$ cat config.mk
export PLATFORM = sky130hd
export DESIGN_NAME = vga_timing_flat
export DESIGN_NICKNAME = d
export VERILOG_FILES = /design/src/rtl/vga_pkg.sv /design/src/rtl/vga_timing_if.sv /design/src/rtl/vga_timing_pix_tick.sv /design/src/rtl/vga_timing.sv /design/src/flat_wrapper.sv
export SDC_FILE = /design/constraint.sdc
export NUM_CORES = 1
export LEC_CHECK = 0
export CORE_MARGIN = 2
export CORE_UTILIZATION = 58
export CTS_CLUSTER_DIAMETER = 200
export DETAILED_ROUTE_END_ITERATION = 12
export PLACE_DENSITY = 0.84
export SLEW_MARGIN = 40
export SYNTH_ARGS = -nofsm -noshare
export SYNTH_HDL_FRONTEND = slang
export SYNTH_SLANG_ARGS = --single-unit
$ cat constraint.sdc
create_clock -name clk -period 3.3 [get_ports clk]
set_input_delay 0.33 -clock clk [delete_from_list [all_inputs] [get_ports clk]]
set_output_delay 0.33 -clock clk [all_outputs]
set_load 0.005 [all_outputs]
$ cat src/rtl/vga_pkg.sv
// vga_pkg: 640x480@60 timing constants and screen bounds shared by the raster generator and renderers
package vga_pkg;
    localparam int H_ACTIVE = 640;
    localparam int H_FP     = 16;
    localparam int H_SYNC   = 96;
    localparam int H_BP     = 48;
    localparam int V_ACTIVE = 480;
    localparam int V_FP     = 10;
    localparam int V_SYNC   = 2;
    localparam int V_BP     = 33;
    localparam int H_TOTAL  = H_ACTIVE + H_FP + H_SYNC + H_BP;
    localparam int V_TOTAL  = V_ACTIVE + V_FP + V_SYNC + V_BP;
    localparam int H_SYNC_START = H_ACTIVE + H_FP;
    localparam int H_SYNC_END   = H_SYNC_START + H_SYNC - 1;
    localparam int V_SYNC_START = V_ACTIVE + V_FP;
    localparam int V_SYNC_END   = V_SYNC_START + V_SYNC - 1;

    typedef logic [9:0] cnt_t;

    function automatic logic in_span(input cnt_t c, input int lo, input int hi);
        return (int'(c) >= lo) && (int'(c) <= hi);
    endfunction
endpackage

$ cat src/rtl/vga_timing_if.sv
// vga_timing_if: raster outputs driven by vga_timing and consumed by sprite renderers
interface vga_timing_if;
    logic       hsync;
    logic       vsync;
    logic       de;
    logic [9:0] x;
    logic [8:0] y;
    logic       pix_en;
    logic       animate;
    logic [7:0] frame;

    modport master (output hsync, vsync, de, x, y, pix_en, animate, frame);
    modport slave  (input  hsync, vsync, de, x, y, pix_en, animate, frame);
endinterface

$ cat src/rtl/vga_timing_pix_tick.sv
// pix_tick: divides clk by CLK_DIV; tick advances the raster, pix_en marks the resulting pixel slot
module pix_tick #(
    parameter int CLK_DIV = 2
) (
    input  logic clk,
    input  logic res,
    output logic tick,
    output logic pix_en
);
    logic [3:0] div;

    assign tick = div == 4'(CLK_DIV - 1);

    // Divider wraps at CLK_DIV-1; pix_en is registered so it lines up with the decoded outputs
    always_ff @(posedge clk or negedge res) begin
        if (!res) begin
            div    <= '0;
            pix_en <= 1'b0;
        end else begin
            div    <= tick ? '0 : div + 4'd1;
            pix_en <= tick;
        end
    end
endmodule

$ cat src/rtl/vga_timing.sv
// vga_timing: free-running raster counters, registered sync/de/x/y decode and per-frame animate strobe
module vga_timing
    import vga_pkg::*;
#(
    parameter int CLK_DIV  = 2,
    parameter int H_ACTIVE = vga_pkg::H_ACTIVE,
    parameter int H_FP     = vga_pkg::H_FP,
    parameter int H_SYNC   = vga_pkg::H_SYNC,
    parameter int H_BP     = vga_pkg::H_BP,
    parameter int V_ACTIVE = vga_pkg::V_ACTIVE,
    parameter int V_FP     = vga_pkg::V_FP,
    parameter int V_SYNC   = vga_pkg::V_SYNC,
    parameter int V_BP     = vga_pkg::V_BP
) (
    input  logic           clk,
    input  logic           res,
    vga_timing_if.master   vga
);
    localparam int H_TOT = H_ACTIVE + H_FP + H_SYNC + H_BP;
    localparam int V_TOT = V_ACTIVE + V_FP + V_SYNC + V_BP;
    localparam int HS_LO = H_ACTIVE + H_FP;
    localparam int HS_HI = HS_LO + H_SYNC - 1;
    localparam int VS_LO = V_ACTIVE + V_FP;
    localparam int VS_HI = VS_LO + V_SYNC - 1;

    logic tick;
    cnt_t h_cnt;
    cnt_t v_cnt;
    logic h_last;
    logic v_last;
    logic de_n;
    logic blank_start;

    pix_tick #(.CLK_DIV(CLK_DIV)) u_pix_tick (
        .clk    (clk),
        .res    (res),
        .tick   (tick),
        .pix_en (vga.pix_en)
    );

    assign h_last      = h_cnt == 10'(H_TOT - 1);
    assign v_last      = v_cnt == 10'(V_TOT - 1);
    assign de_n        = (h_cnt < 10'(H_ACTIVE)) && (v_cnt < 10'(V_ACTIVE));
    assign blank_start = tick && (h_cnt == '0) && (v_cnt == 10'(V_ACTIVE));

    // Raster position: h advances per pixel slot, v advances on each h wrap
    always_ff @(posedge clk or negedge res) begin
        if (!res) begin
            h_cnt <= '0;
            v_cnt <= '0;
        end else if (tick) begin
            h_cnt <= h_last ? '0 : h_cnt + 10'd1;
            if (h_last) v_cnt <= v_last ? '0 : v_cnt + 10'd1;
        end
    end

    // Decode the current position into registered outputs, one slot behind the counters
    always_ff @(posedge clk or negedge res) begin
        if (!res) begin
            vga.hsync <= 1'b1;
            vga.vsync <= 1'b1;
            vga.de    <= 1'b0;
            vga.x     <= '0;
            vga.y     <= '0;
        end else if (tick) begin
            vga.hsync <= !in_span(h_cnt, HS_LO, HS_HI);
            vga.vsync <= !in_span(v_cnt, VS_LO, VS_HI);
            vga.de    <= de_n;
            vga.x     <= de_n ? h_cnt : '0;
            vga.y     <= de_n ? v_cnt[8:0] : '0;
        end
    end

    // One-clk animate pulse and frame count as the outputs enter vertical blank
    always_ff @(posedge clk or negedge res) begin
        if (!res) begin
            vga.animate <= 1'b0;
            vga.frame   <= '0;
        end else begin
            vga.animate <= blank_start;
            if (blank_start) vga.frame <= vga.frame + 8'd1;
        end
    end
endmodule

$ cat src/flat_wrapper.sv
// flat-port wrapper written by rule: the top's interface ports become plain ports
module vga_timing_flat import vga_pkg::*;
#(
    parameter int CLK_DIV  = 2,
    parameter int H_ACTIVE = vga_pkg::H_ACTIVE,
    parameter int H_FP     = vga_pkg::H_FP,
    parameter int H_SYNC   = vga_pkg::H_SYNC,
    parameter int H_BP     = vga_pkg::H_BP,
    parameter int V_ACTIVE = vga_pkg::V_ACTIVE,
    parameter int V_FP     = vga_pkg::V_FP,
    parameter int V_SYNC   = vga_pkg::V_SYNC,
    parameter int V_BP     = vga_pkg::V_BP
)
  (clk, res, vga_hsync, vga_vsync, vga_de, vga_x, vga_y, vga_pix_en, vga_animate, vga_frame);
  vga_timing_if vga_i ();
  input  logic clk;
  input  logic res;
  output wire logic [$bits(vga_i.hsync)-1:0] vga_hsync;
  output wire logic [$bits(vga_i.vsync)-1:0] vga_vsync;
  output wire logic [$bits(vga_i.de)-1:0] vga_de;
  output wire logic [$bits(vga_i.x)-1:0] vga_x;
  output wire logic [$bits(vga_i.y)-1:0] vga_y;
  output wire logic [$bits(vga_i.pix_en)-1:0] vga_pix_en;
  output wire logic [$bits(vga_i.animate)-1:0] vga_animate;
  output wire logic [$bits(vga_i.frame)-1:0] vga_frame;
  assign vga_hsync = vga_i.hsync;
  assign vga_vsync = vga_i.vsync;
  assign vga_de = vga_i.de;
  assign vga_x = vga_i.x;
  assign vga_y = vga_i.y;
  assign vga_pix_en = vga_i.pix_en;
  assign vga_animate = vga_i.animate;
  assign vga_frame = vga_i.frame;
  vga_timing #(.CLK_DIV(CLK_DIV), .H_ACTIVE(H_ACTIVE), .H_FP(H_FP), .H_SYNC(H_SYNC), .H_BP(H_BP), .V_ACTIVE(V_ACTIVE), .V_FP(V_FP), .V_SYNC(V_SYNC), .V_BP(V_BP)) u_core (.clk(clk), .res(res), .vga(vga_i));
endmodule
==> qor.yml <==
run_status:
  status: "complete, no violations"
timing:
  grt_setup_unrepaired: "false"
  hold_ws_ns: 0.0349
  finalWorstSetupSlack_ns: 0.847
  tns_ns: 0
  setup_violations: 0
  maxSlewHeadroom: 0.542
  slew_viol_final: 0
  worstMarginPinSlew_ns: 0.682
  period_share: 0.743
  fmax_ghz: 0.408
  hold_viol: 0
  fin_crit_ns: 2.45
  skew_ns: 0.00378
synthesis:
  synth.top_cell.area_share: 0.548
  synthTopCellsByArea: "dfrtp_1 (55%), a22o_1 (6.8%), xor2_1 (4.3%)"
  synth_warnings: 0
  synth_edf_count: 0
  syn_nets: 224
  synthesis.area_um2: 2460
  synth_common_cells: "dfrtp_1 (54), a22o_1 (19), nand3_1 (17), xor2_1 (12)"
  ys.flop_type: "dfrtp_1"
  synth.avg_cell_area_um2: 11.4
  synth_seq_cells: 56
  synthCells: 217
  synth_seq_area_share: 0.570
  yosysTopAreaCell: "dfrtp_1"
  yosys.cell_types.count: 38
  yosysMostFrequentCell: "dfrtp_1"
  async_reset_ff_frac: 1.00
clock_network:
  path_clk_slew_ns: 0.09
  cts_tree: "built"
  post_cts_buffers: 0
  clock-sinks: 56
  root_buffer: "clkbuf_8"
  cts-resized-gates: 0
  numCtsBuffers: 5
  worstSkewPairLatency_ns: 0.30
  cts_hold_buf: 0
  max-clock-path-buffers: 2
  htreeDepth: 2
floorplan:
  initial_core_util: 0.607
  placementRows: 23
  io_pins: 34
  core_um2: 4060
  die_x_um: 69.2
  die_area_um2: 4790
  die_h_um: 69.2
worst_setup_path:
  crit_chain: "or4b_4 > clkinv_1 > nand4_1 > nor2_1 > mux2_2"
  worst-setup-path-type: "reg2reg"
  cpMaxStageDelayCell: "or4b_4"
  cp_slowest_stage_delay_ns: 0.74
  endpoint_kind: "flip-flop"
  required_ns: 3.49
  path_max_fanout: 30
  crit_arrival_ns: 2.64
  cp-start-kind: "flip-flop"
layout:
  nets: 256
  drive_above_1_share: 0.0723
  syn_to_final_growth_pct: 17.6
  antenna_cells: 0
  final_util: 0.714
  nFillCells: 299
pwr:
  ir_drop_uv: 230
  finalPower_w: 0.00104
  leakage_nw: 1.32
  powerDensity_nw_per_um2: 360
run:
  maxCapViolCount: 0
global_route:
  antenna_found_initial: 0
  grt_pass1_wl_um: 7510
  grt-ovfl-total: 0
  track_usage: 0.194
  grt_pass1_vias: 1629
  grt_max_degree: 31
routing:
  drtIter0Drc: 171
  wire_per_inst_um: 15.0
  drtPass1Iterations: 4
  finalWirelength_um: 4470
  viasPerCell: 5.87
  ant_nets: 0
  num_vias: 1755
  remaining_drc_errors: 0
placed_design:
  dpl.hpwl_um: 3160
  post-place-ws_ns: 0.876
  place.gp.congestion: 0.850
  numPortBuffers: 33
min_path:
  hold_path.class: "in2async"
[cell usage in the layout (no fill, tap or decap), types with 2 or more instances in the layout]
cell type	count
a21oi_1	2
a22o_1	19
a31oi_1	4
and3_1	3
buf_4	2
clkbuf_8	5
clkdlybuf4s50_1	32
dfrtp_1	54
dfstp_2	2
ha_1	5
inv_1	11
mux2i_1	3
nand2_1	11
nand3_1	17
nand4_1	6
nor2_1	6
nor3_1	9
nor4_1	5
o21ai_0	11
or2_2	2
or3_1	2
or4_4	2
xnor2_1	7
xor2_1	12
[path summary, 6_finish.rpt]
path | startpoint | end | slack, ns | cells past startpoint
max reg2reg | u_core.u_pix_tick.div[1] | u_core.vga.frame[1] | 0.85 | 5
min in group clk | u_core.vga.frame[7] | u_core.vga.frame[7] | 0.48 | 1
max | u_core.u_pix_tick.div[1] | u_core.vga.frame[1] | 0.85 | 5
min reg2reg | u_core.vga.frame[7] | u_core.vga.frame[7] | 0.48 | 1
max in group asynchronous | res | u_core.vga.hsync | 2.44 | 2
min | res | u_core.u_pix_tick.div[0] | 0.03 | 1
[stage by stage]
step | instances | area, µm²
floorplan | 217 | 2460
global placement | 292 | 2820
detailed placement | 292 | 2820
CTS | 299 | 2900
global route | 299 | 2900
finish | 299 | 2900
[logic make-up after synthesis]
family                   Yosys count  synth area share
AND/OR/NAND/NOR                   72             0.170
flip-flops                        56             0.570
AO/OA/AOI/OAI                     39             0.113
buffers and inverters             22            0.0376
XOR/XNOR                          19            0.0675
adder cells (fa/ha/maj)            5            0.0254
multiplexers                       4            0.0168
[state kept, by name, summed over array words and instances (netlist names)]
name	flops
u_core.vga.de	1
u_core.u_pix_tick.div	4
u_core.vga.frame	8
u_core.u_pix_tick.pix_en	1
u_core.h_cnt	10
u_core.vga.y	9
u_core.v_cnt	10
u_core.vga.x	10
u_core.vga.animate	1
u_core.vga.hsync	1
u_core.vga.vsync	1
[layout make-up]
class                      instances  area (µm²)  area share
clock buffer                       6        72.6      0.0250
inverter                          12        45.0      0.0155
tap                               50        62.6      0.0216
clock inverter                     1        5.00     0.00173
timing repair buffer              35         340       0.117
multi-input combinational        139         968       0.334
sequential                        56        1400       0.484
[worst max-delay path, delay by kind of cell (launching register included)]
| family | cells | cell delay, ns |
|---|---|---|
| multiplexers | 1 | 0.36 |
| AND/OR/NAND/NOR | 3 | 1.32 |
| flip-flops | 1 | 0.42 |
| buffers and inverters | 1 | 0.24 |
[power by group]
group | internal [W] | switching, W
Sequential | 0.000686 | 0
Clock | 0.000145 | 0.000198
Combinational | 0.00000118 | 0.0000125
Total | 0.000832 | 0.000210
[routing by layer]
metal  track usage  wire length (µm)
met4        0.0763                57
met5             0                 0
met1         0.271              2150
met2         0.295              2020
met3        0.0494               244
No activity file was read; power rests on OpenSTA's default activity.
